**src/rtl/match_pkg.sv**
```systemverilog
// Shared encodings and widths for the round/match sequencer and its second counters.
package match_pkg;

   localparam int PHASE_W = 3;
   localparam int WIN_W   = 2;
   localparam int CD_W    = 2;
   localparam int TIME_W  = 7;

   typedef enum logic [PHASE_W-1:0] {
      PH_IDLE       = 3'd0,
      PH_COUNTDOWN  = 3'd1,
      PH_FIGHT      = 3'd2,
      PH_ROUND_END  = 3'd3,
      PH_MATCH_OVER = 3'd4
   } phase_t;

   typedef enum logic [WIN_W-1:0] {
      WIN_NONE = 2'b00,
      WIN_P1   = 2'b01,
      WIN_P2   = 2'b10
   } winner_t;

   // Win counters stop at the match target so a stray extra win cannot wrap them.
   function automatic logic [WIN_W-1:0] satInc(input logic [WIN_W-1:0] value,
                                                input logic [WIN_W-1:0] limit);
      return (value >= limit) ? value : value + 1'b1;
   endfunction

endpackage

```
**src/rtl/sec_counter.sv**
```systemverilog
// Frame-to-second prescaler: counts enabled frames and steps a loadable seconds value down.
module sec_counter #(
   parameter int FRAMES_PER_SEC = 30,
   parameter int VAL_W          = 2
) (
   input  logic             i_clk,
   input  logic             i_reset,
   input  logic             i_load,
   input  logic [VAL_W-1:0] i_loadVal,
   input  logic             i_en,
   output logic [VAL_W-1:0] o_value,
   output logic             o_wrap
);

   localparam int FRAME_W = (FRAMES_PER_SEC > 1) ? $clog2(FRAMES_PER_SEC) : 1;
   localparam logic [FRAME_W-1:0] LAST_FRAME = FRAME_W'(FRAMES_PER_SEC - 1);

   logic [FRAME_W-1:0] r_frame;
   logic [VAL_W-1:0]   r_value;

   assign o_wrap  = i_en && (r_frame == LAST_FRAME);
   assign o_value = r_value;

   // Load wins over counting so a phase entry always starts from a clean second.
   always_ff @(posedge i_clk) begin
      if (i_reset) begin
         r_frame <= '0;
         r_value <= '0;
      end else if (i_load) begin
         r_frame <= '0;
         r_value <= i_loadVal;
      end else if (i_en) begin
         if (r_frame == LAST_FRAME) begin
            r_frame <= '0;
            if (r_value != '0) begin
               r_value <= r_value - 1'b1;
            end
         end else begin
            r_frame <= r_frame + 1'b1;
         end
      end
   end

endmodule

```
**src/rtl/match_controller.sv**
```systemverilog
// Round/match sequencer: freezes players, pulses round resets, tracks best-of-N wins.
// Defining FOOTIES_ROUND_TIMER_EN adds a round time limit decided on remaining health.
module match_controller
   import match_pkg::*;
#(
   parameter int FRAMES_PER_SEC   = 30,
   parameter int COUNTDOWN_SEC    = 3,
   parameter int ROUND_END_FRAMES = 60,
   parameter int ROUNDS_TO_WIN    = 2,
   parameter int ROUND_TIME_SEC   = 60
) (
   input  logic              i_clk,
   input  logic              i_reset,
   input  logic              i_frame_tick,
   input  logic              i_start,
   input  logic              i_game_over1,
   input  logic              i_game_over2,
   input  logic [1:0]        i_health1,
   input  logic [1:0]        i_health2,
   output logic              o_play_en,
   output logic              o_round_rst,
   output logic [PHASE_W-1:0] o_phase,
   output logic [CD_W-1:0]   o_countdown,
   output logic [WIN_W-1:0]  o_p1_wins,
   output logic [WIN_W-1:0]  o_p2_wins,
   output logic [WIN_W-1:0]  o_round_winner,
   output logic [WIN_W-1:0]  o_match_winner,
   output logic [TIME_W-1:0] o_time_left
);

   localparam int END_W = (ROUND_END_FRAMES > 1) ? $clog2(ROUND_END_FRAMES) : 1;
   localparam logic [END_W-1:0] END_LAST    = END_W'(ROUND_END_FRAMES - 1);
   localparam logic [WIN_W-1:0] WINS_TARGET = WIN_W'(ROUNDS_TO_WIN);
   localparam logic [CD_W-1:0]  CD_LOAD     = CD_W'(COUNTDOWN_SEC);

   if (COUNTDOWN_SEC < 1 || COUNTDOWN_SEC > 3) begin : g_badCountdown
      $error("match_controller: COUNTDOWN_SEC must be 1..3");
   end
   if (ROUNDS_TO_WIN < 1 || ROUNDS_TO_WIN > 3) begin : g_badRounds
      $error("match_controller: ROUNDS_TO_WIN must be 1..3");
   end
   if (ROUND_TIME_SEC < 1 || ROUND_TIME_SEC > 99) begin : g_badTime
      $error("match_controller: ROUND_TIME_SEC must be 1..99");
   end

   phase_t            r_state, w_nextState;
   winner_t           r_roundWinner, w_roundWinner, r_matchWinner, w_matchWinner, w_healthWinner;
   logic [WIN_W-1:0]  r_p1Wins, w_p1Wins, r_p2Wins, w_p2Wins;
   logic [END_W-1:0]  r_endCnt;
   logic              r_playEn, r_roundRst;
   logic              w_enterCountdown, w_cdWrap, w_cdExpire, w_timeout;
   logic [CD_W-1:0]   w_cdValue;

   assign w_enterCountdown = (w_nextState == PH_COUNTDOWN) && (r_state != PH_COUNTDOWN);
   assign w_cdExpire       = w_cdWrap && (w_cdValue == CD_W'(1));

   sec_counter #(.FRAMES_PER_SEC(FRAMES_PER_SEC), .VAL_W(CD_W)) u_countdown (
      .i_clk     (i_clk),
      .i_reset   (i_reset),
      .i_load    (w_enterCountdown),
      .i_loadVal (CD_LOAD),
      .i_en      (i_frame_tick && (r_state == PH_COUNTDOWN)),
      .o_value   (w_cdValue),
      .o_wrap    (w_cdWrap)
   );

`ifdef FOOTIES_ROUND_TIMER_EN
   logic [TIME_W-1:0] w_timeValue;
   logic              w_timeWrap;

   sec_counter #(.FRAMES_PER_SEC(FRAMES_PER_SEC), .VAL_W(TIME_W)) u_roundTimer (
      .i_clk     (i_clk),
      .i_reset   (i_reset),
      .i_load    (w_enterCountdown),
      .i_loadVal (TIME_W'(ROUND_TIME_SEC)),
      .i_en      (i_frame_tick && (r_state == PH_FIGHT)),
      .o_value   (w_timeValue),
      .o_wrap    (w_timeWrap)
   );

   assign w_timeout   = w_timeWrap && (w_timeValue == TIME_W'(1));
   assign o_time_left = w_timeValue;
`else
   assign w_timeout   = 1'b0;
   assign o_time_left = '0;
`endif

   always_comb begin
      w_healthWinner = WIN_NONE;
      if (i_health1 > i_health2) begin
         w_healthWinner = WIN_P1;
      end else if (i_health2 > i_health1) begin
         w_healthWinner = WIN_P2;
      end
   end

   // Next phase; game_over is watched every clock in FIGHT, everything else waits for ticks.
   always_comb begin
      w_nextState = r_state;
      case (r_state)
         PH_IDLE:       if (i_start) w_nextState = PH_COUNTDOWN;
         PH_COUNTDOWN:  if (w_cdExpire) w_nextState = PH_FIGHT;
         PH_FIGHT:      if (i_game_over1 || i_game_over2 || w_timeout) w_nextState = PH_ROUND_END;
         PH_ROUND_END: begin
            if (i_frame_tick && (r_endCnt == END_LAST)) begin
               if ((r_p1Wins == WINS_TARGET) || (r_p2Wins == WINS_TARGET)) begin
                  w_nextState = PH_MATCH_OVER;
               end else begin
                  w_nextState = PH_COUNTDOWN;
               end
            end
         end
         PH_MATCH_OVER: if (i_start) w_nextState = PH_COUNTDOWN;
         default:       w_nextState = PH_IDLE;
      endcase
   end

   // Score bookkeeping; a simultaneous knockout is a draw and overrides any timeout.
   always_comb begin
      w_p1Wins      = r_p1Wins;
      w_p2Wins      = r_p2Wins;
      w_roundWinner = r_roundWinner;
      w_matchWinner = r_matchWinner;
      case (r_state)
         PH_FIGHT: begin
            if (i_game_over1 && i_game_over2) begin
               w_roundWinner = WIN_NONE;
            end else if (i_game_over1) begin
               w_roundWinner = WIN_P2;
               w_p2Wins      = satInc(r_p2Wins, WINS_TARGET);
            end else if (i_game_over2) begin
               w_roundWinner = WIN_P1;
               w_p1Wins      = satInc(r_p1Wins, WINS_TARGET);
            end else if (w_timeout) begin
               w_roundWinner = w_healthWinner;
               if (w_healthWinner == WIN_P1) w_p1Wins = satInc(r_p1Wins, WINS_TARGET);
               if (w_healthWinner == WIN_P2) w_p2Wins = satInc(r_p2Wins, WINS_TARGET);
            end
         end
         PH_ROUND_END: begin
            if (w_nextState == PH_MATCH_OVER) begin
               w_matchWinner = (r_p1Wins == WINS_TARGET) ? WIN_P1 : WIN_P2;
            end
         end
         PH_MATCH_OVER: begin
            if (i_start) begin
               w_p1Wins      = '0;
               w_p2Wins      = '0;
               w_roundWinner = WIN_NONE;
               w_matchWinner = WIN_NONE;
            end
         end
         default: ;
      endcase
   end

   // All status outputs are registered here so displays never see comb glitches.
   always_ff @(posedge i_clk) begin
      if (i_reset) begin
         r_state       <= PH_IDLE;
         r_p1Wins      <= '0;
         r_p2Wins      <= '0;
         r_roundWinner <= WIN_NONE;
         r_matchWinner <= WIN_NONE;
         r_playEn      <= 1'b0;
         r_roundRst    <= 1'b0;
         r_endCnt      <= '0;
      end else begin
         r_state       <= w_nextState;
         r_p1Wins      <= w_p1Wins;
         r_p2Wins      <= w_p2Wins;
         r_roundWinner <= w_roundWinner;
         r_matchWinner <= w_matchWinner;
         r_playEn      <= (w_nextState == PH_FIGHT);
         r_roundRst    <= w_enterCountdown;
         if (r_state != PH_ROUND_END) begin
            r_endCnt <= '0;
         end else if (i_frame_tick) begin
            r_endCnt <= r_endCnt + 1'b1;
         end
      end
   end

   assign o_phase        = r_state;
   assign o_play_en      = r_playEn;
   assign o_round_rst    = r_roundRst;
   assign o_countdown    = w_cdValue;
   assign o_p1_wins      = r_p1Wins;
   assign o_p2_wins      = r_p2Wins;
   assign o_round_winner = r_roundWinner;
   assign o_match_winner = r_matchWinner;

endmodule

```
**config.mk**
```make
export PLATFORM = sky130hd
export DESIGN_NAME = match_controller
export DESIGN_NICKNAME = d
export VERILOG_FILES = /design/src/rtl/match_pkg.sv /design/src/rtl/sec_counter.sv /design/src/rtl/match_controller.sv
export SDC_FILE = /design/constraint.sdc
export NUM_CORES = 1
export LEC_CHECK = 0
export CELL_PAD_IN_SITES_DETAIL_PLACEMENT = 1
export CELL_PAD_IN_SITES_GLOBAL_PLACEMENT = 1
export CORE_MARGIN = 2
export CORE_UTILIZATION = 40
export DETAILED_ROUTE_END_ITERATION = 10
export GPL_TIMING_DRIVEN = 0
export HOLD_SLACK_MARGIN = 0.03
export PLACE_DENSITY_LB_ADDON = 0.1
export SLEW_MARGIN = 20
export SYNTH_ARGS = -nofsm -noshare
export SYNTH_HDL_FRONTEND = slang
export SYNTH_HIERARCHICAL = 1
export SYNTH_SLANG_ARGS = --single-unit
export TNS_END_PERCENT = 10
```
**constraint.sdc**
```tcl
create_clock -name i_clk -period 4.6 [get_ports i_clk]
set_input_delay 0.46 -clock i_clk [delete_from_list [all_inputs] [get_ports i_clk]]
set_output_delay 0.46 -clock i_clk [all_outputs]
set_load 0.02 [all_outputs]
```
### Word level (Yosys, flattened, before mapping)

Cells that the tools add are included.

* flip-flop bits (word level): 26
* input port bits: 10
* output and inout bits: 22
* logic and storage cells: 91

* $add $sub $neg: 5
* order comparisons: 2
* eq/ne operators: 23
* muxes and demuxes: 28
* reduce and logical (&&, ||, !) cells: 23

Operators with widths (number)
* two-way mux 2 bit: 17
* inequality test 2 bit, second input constant: 8
* case mux 2 bit (2 select lines): 4
* two-way mux 3 bit: 5
* case mux 3 bit (4 select lines): 1
* nonzero test 2 bit: 6
* equality test 3 x 2 -> 1 bit, second input constant: 3
* AND reduction 3 bit: 3
* adder 6 x 1 -> 6 bit, second input constant: 1
* equality test 3 x 1 -> 1 bit, second input constant: 2
* equality test 3 bit, second input constant: 2
* equality test 6 bit, second input constant: 1
* logical AND 1 bit: 6
* AND reduction 6 bit: 1
* OR reduction 2 bit: 3
* adder 5 x 1 -> 5 bit, second input constant: 1
* equality test 5 bit, second input constant: 1
* two-way mux 5 bit: 1
* AND reduction 5 bit: 1
* adder 2 x 1 -> 2 bit, second input constant: 2
* equality test 2 bit, second input constant: 2
* >= comparator 2 bit, second input constant: 2
* inequality test 4 bit, second input constant: 1
* logical NOT 3 bit: 1
* 5 further kinds: 6

### Depth between registers and ports, before layout

* depth in word-level cells: 10
* depth in mapped cells: 11
* depth with buffers taken out: 10

### By module

The synthesis kept the hierarchy.

By module, submodules not included
* match_controller: instances 1, cells an instance 125, area an instance 1078.5 um2, sequential area each 380.4 um2
* sec_counter: instances 1, cells an instance 42, area an instance 365.4 um2, sequential area each 140.1 um2

### Least setup slack after synthesis

Ideal clock, no wire load.

* kind: reg2reg
* start point: reg r_state[2], in the netlist o_phase[2]
* end point: reg u_countdown.r_value[1], in the netlist u_countdown/o_value[1]
* library setup time: 86 ps
* data arrival time: 2243 ps
* data required time: 4514 ps
* path slack: 2272 ps
* cell stages (with the launch flop): 12
* path buffers: 1
* period minus slack after synthesis: 2328 ps
* cell sequence: dfxtp_1 buf_2 nor2_1 and3_1 nand3_2 nor2_1 and3b_1 nand3b_1 a31oi_1 inv_1 o311a_2 a211oi_1

* cells in the longest elaborated chain, start to end: 10
* elaborated cells on any way between the ends: 22
* those cells by class: 6 x eq/ne; 6 x mux; 10 x reduce/logical

RTL lines
* start, declared: line match_controller.sv:46 `phase_t r_state, w_nextState;`
* start signal, assigned: line match_controller.sv:169 `r_state <= w_nextState;`
* equality test 3 x 1 -> 1 bit *: line match_controller.sv:62 `.i_en (i_frame_tick && (r_state == PH_COUNTDOWN)),`
* logical AND 1 bit *: line match_controller.sv:62
* logical AND 1 bit *: line sec_counter.sv:21 `assign o_wrap = i_en && (r_frame == LAST_FRAME);`
* net w_cdWrap: line match_controller.sv:51 `logic w_enterCountdown, w_cdWrap, w_cdExpire, w_timeout;`
* logical AND 1 bit *: line match_controller.sv:55 `assign w_cdExpire = w_cdWrap && (w_cdValue == CD_W'(1));`
* two-way mux 3 bit *: line match_controller.sv:102 `PH_COUNTDOWN: if (w_cdExpire) w_nextState = PH_FIGHT;`
* case mux 3 bit (4 select lines) *: line match_controller.sv:100 `case (r_state)`
* equality test 3 x 1 -> 1 bit *: line match_controller.sv:54 `assign w_enterCountdown = (w_nextState == PH_COUNTDOWN) && (r_state != PH_COUNTDOWN);`
* logical AND 1 bit *: line match_controller.sv:54
* net w_enterCountdown: line match_controller.sv:51
* nonzero test 2 bit (no line)
* AND reduction 3 bit (no line)
* end signal, assigned: line sec_counter.sv:31 `r_value <= i_loadVal;`
* end signal, assigned: line sec_counter.sv:36 `r_value <= r_value - 1'b1;`
* end, declared: line sec_counter.sv:19 `logic [VAL_W-1:0] r_value;`

Mark *: on every way through the listed nets, which the timed path passes. The rest lies on a longest branch.
A chain may end at the register's enable or synchronous reset.

### Worst setup path after layout

* start point: in i_frame_tick
* end point: reg u_countdown.r_frame[1]

* cells in the longest elaborated chain, start to end: 8
* elaborated cells on any way between the ends: 10
* those cells by class: 1 x eq/ne; 3 x mux; 6 x reduce/logical

RTL lines
* start, declared: line match_controller.sv:14 `input logic i_frame_tick,`
* logical AND 1 bit: line match_controller.sv:62
* logical AND 1 bit: line sec_counter.sv:21
* net w_cdWrap: line match_controller.sv:51
* logical AND 1 bit: line match_controller.sv:55
* two-way mux 3 bit: line match_controller.sv:102
* case mux 3 bit (4 select lines): line match_controller.sv:100
* equality test 3 x 1 -> 1 bit: line match_controller.sv:54
* logical AND 1 bit: line match_controller.sv:54
* net w_enterCountdown: line match_controller.sv:51
* OR reduction 2 bit (no line)
* end signal, assigned: line sec_counter.sv:39 `r_frame <= r_frame + 1'b1;`
* end, declared: line sec_counter.sv:18 `logic [FRAME_W-1:0] r_frame;`

The timed path passes the listed nets, and every way through them passes these cells.

==> flow_summary.toml <==
[setup_path]
critical-path-max-stage-delay_ps = 630
worst_path_dominant_cell_family = "simple AND/OR/NAND/NOR gates"
arrival_ps = 2940
critical_path_required_ps = 4860
critical_path.slowest_cell = "sky130_fd_sc_hd__clkdlybuf4s50_1"
timing.critical_path.cells = "clkdlybuf4s50_1, and3_1, nand3_2, nor2_1, and3b_1, nand3b_1, a31oi_1, nor2_1, o21ai_0, a211oi_1"
critical_path_class = "primary input to flip-flop"
cp-end-kind = "flip-flop"
cp-start-kind = "primary input"
cp_num_buf_inv = 1
worst_path_most_repeated_cell = "sky130_fd_sc_hd__nor2_1"
cp_max_fo = 8

[outcome]
run_status = "complete, no violations"

[timing]
max_freq_mhz = 373
finalCritPeriodShare = 0.582
final-setup-viol-count = 0
grt_setup_unrepaired = "no"
hold_violations = 0
finClkSkew_ps = 5.80
final_max_slew_viol_count = 0
timing.setup.tns_ps = 0
period_minus_slack_ps = 2680

[place]
dp_hpwl_um = 2640
portBuffers = 20
place.gp.congestion = 0.810
detailed_place.area_mm2 = 0.00173

[floorplan]
total_die_area_mm2 = 0.00411
ios = 32
dieHeight_um = 64.1
die_width_um = 64.1
placeableCoreArea_mm2 = 0.00339
core.rowCount = 21
initial_utilization = 0.426

[clocking]
tritoncts_num_sinks = 26
clk_root_buffer_cell = "sky130_fd_sc_hd__clkbuf_4"
clock_tree.buffer_depth = 2
post_cts.repair.setup_buffers = 0
ctsHtreeMaxLevel = 1
clock_latency_ps = 330
clk_transition_reported_paths_ps = 150
cts.repair.resized = 0
cts_hold_buf = 0
cts-buffers-inserted = 3
cts_tree = "done"

[pwr]
vdd_drop_max_mv = 0.128
total_leakage_power_uw = 0.000661
powerDensity_mw_per_mm2 = 260

[global_routing]
grt_use_total = 0.179
grt_antenna_before_repair = 0
grt_max_degree = 16
vias_in_the_first_global_route = 1297
grt_overflow_total = 0
grt_pass1_wl_um = 5840

[logic_synthesis]
yosys_synthesis_warning_count = 6
synth_edf_count = 0
synth_ff_type = "sky130_fd_sc_hd__dfxtp_1"
synth.lib_cells_used.distinct = 49
postSynthCellCount = 167
asyncSetResetFlopFracSynth = 0
seq_area_frac_synth = 0.360
ys_ff_latch = 26
syn-cell-area_mm2 = 0.00144
synth_area_per_cell_um2 = 8.65

[detailed_routing]
detailroute.via_count = 1281
drc_violations_left = 0
detail_route.first_pass.iterations = 4
wl_per_cell_um = 13.9
detail_route.wirelength_um = 3390
drt.antenna.violating_nets = 0
post_drt_via_cell_ratio = 5.25
drt_iter0_drc = 33

[cells_and_area]
fin_nets = 215
final_design_area_no_fill_mm2 = 0.00178
post_route_cells_drive_above_1_share = 0.131
fill_cells = 424
area_growth_pct = 23.3
n_antenna_cell = 0

[job]
max_cap_violations = 0

[min_path]
path_category_of_the_worst_min_delay_check = "flip-flop to flip-flop"
## metrics by stage
stage                     std cells  utilization  power, µW  hold WS, ps  worst slack (ps)
after floorplan                 174            -        282          458              2270
after global placement          240        0.510        301          468              1660
after detailed placement        240        0.510        304          495              1560
after CTS                       244        0.525        469          523              1900
after global routing            244        0.525        487          548              1690
final                           244        0.525        463          519              1920
## state kept, by name, summed over array words and instances, names as in the netlist
| signal | flops |
|---|---|
| o_round_winner | 2 |
| o_p2_wins | 2 |
| o_round_rst | 1 |
| r_endCnt | 6 |
| u_countdown/r_frame | 5 |
| o_p1_wins | 2 |
| u_countdown/o_value | 2 |
| o_phase | 3 |
| o_play_en | 1 |
| o_match_winner | 2 |
## worst reg2reg max path, stage by stage (launching register included)
cell and delay, ps:
sky130_fd_sc_hd__dfxtp_1 480, sky130_fd_sc_hd__buf_2 260, sky130_fd_sc_hd__and3_1 330, sky130_fd_sc_hd__nand3_2 200
sky130_fd_sc_hd__nor2_1 130, sky130_fd_sc_hd__and3b_1 180, sky130_fd_sc_hd__nand3b_1 180, sky130_fd_sc_hd__a31oi_1 190
sky130_fd_sc_hd__nor2_1 160, sky130_fd_sc_hd__o21ai_0 190, sky130_fd_sc_hd__a211oi_1 250
## cells in the final DEF (no fill, tap or decap), drive strengths merged, types with 5 or more instances in the layout
master / synthesis / layout
xor2: 5 / 5
buf: 11 / 11
o21ai: 7 / 7
inv: 7 / 7
conb: 2 / 9
dfxtp: 26 / 26
nand2: 8 / 8
ha: 6 / 6
clkdlybuf4s50: 0 / 20
nor2: 28 / 28
a21oi: 11 / 11
## where the power goes
group | switching, µW | internal (µW) | total (µW)
Combinational | 36.6 | 29.3 | 65.8
Clock | 74.3 | 88.2 | 162
Sequential | 4.54 | 230 | 234
## final cells by class
| type | instances | area, µm² | share of cell area |
|---|---|---|---|
| flip-flops and latches | 26 | 520 | 0.292 |
| repair buffers | 20 | 200 | 0.112 |
| inverters | 7 | 26.3 | 0.0148 |
| clock buffers | 3 | 22.5 | 0.0126 |
| well taps | 46 | 57.6 | 0.0323 |
| clock inverters | 1 | 30.0 | 0.0169 |
| plain buffers | 12 | 76.3 | 0.0429 |
| multi-input cells | 129 | 847 | 0.476 |
## logic make-up after synthesis
logic type,Yosys count,share of synthesized area
flip-flops,26,0.360
AND/OR/NAND/NOR,70,0.288
other,2,0.00520
buffers and inverters,19,0.0711
AO/OA/AOI/OAI,33,0.153
multiplexers,4,0.0286
adder cells (fa/ha/maj),6,0.0520
XOR/XNOR,7,0.0425
## metal layers
metal | GRT usage | up-vias | routed length, µm
li1 | - | 638 | -
met1 | 0.206 | 622 | 1470
met2 | 0.332 | 16 | 1810
met3 | 0.0246 | 5 | 66
met4 | 0.0652 | 0 | 49
met5 | 0 | - | 0
## synthesized netlist by cell type, drive strengths merged, types with 2 or more instances
| cell type | instances | share of area |
|---|---|---|
| nor2 | 28 | 0.073 |
| dfxtp | 26 | 0.36 |
| a21oi | 11 | 0.038 |
| buf | 11 | 0.050 |
| nand2 | 8 | 0.023 |
| inv | 7 | 0.018 |
| o21ai | 7 | 0.032 |
| ha | 6 | 0.052 |
| xor2 | 5 | 0.030 |
| a211oi | 4 | 0.021 |
| o31ai | 4 | 0.021 |
| mux2i | 3 | 0.021 |
| nand3b | 3 | 0.016 |
| nand4 | 3 | 0.013 |
| nor2b | 3 | 0.013 |
| nor3 | 3 | 0.010 |
| nor4 | 3 | 0.028 |
| a311oi | 2 | 0.012 |
| and3b | 2 | 0.012 |
| conb | 2 | 0.0052 |
| nand2b | 2 | 0.0087 |
| or2 | 2 | 0.0087 |
| or3b | 2 | 0.012 |
| or4b | 2 | 0.016 |
| xnor2 | 2 | 0.012 |
## path summary, 6_finish.rpt
kind	startpoint	end	slack [ps]	depth (start not counted)
max	i_frame_tick	u_countdown/r_frame[1]$_SDFFE_PP0P_	1920	10
min	u_countdown/r_frame[4]$_SDFFE_PP0P_	u_countdown/r_frame[4]$_SDFFE_PP0P_	520	2
max reg2reg	o_phase[0]$_SDFF_PP0_	u_countdown/r_frame[1]$_SDFFE_PP0P_	1980	10
min reg2reg	u_countdown/r_frame[4]$_SDFFE_PP0P_	u_countdown/r_frame[4]$_SDFFE_PP0P_	520	2
(Power assumes the default switching activity.)
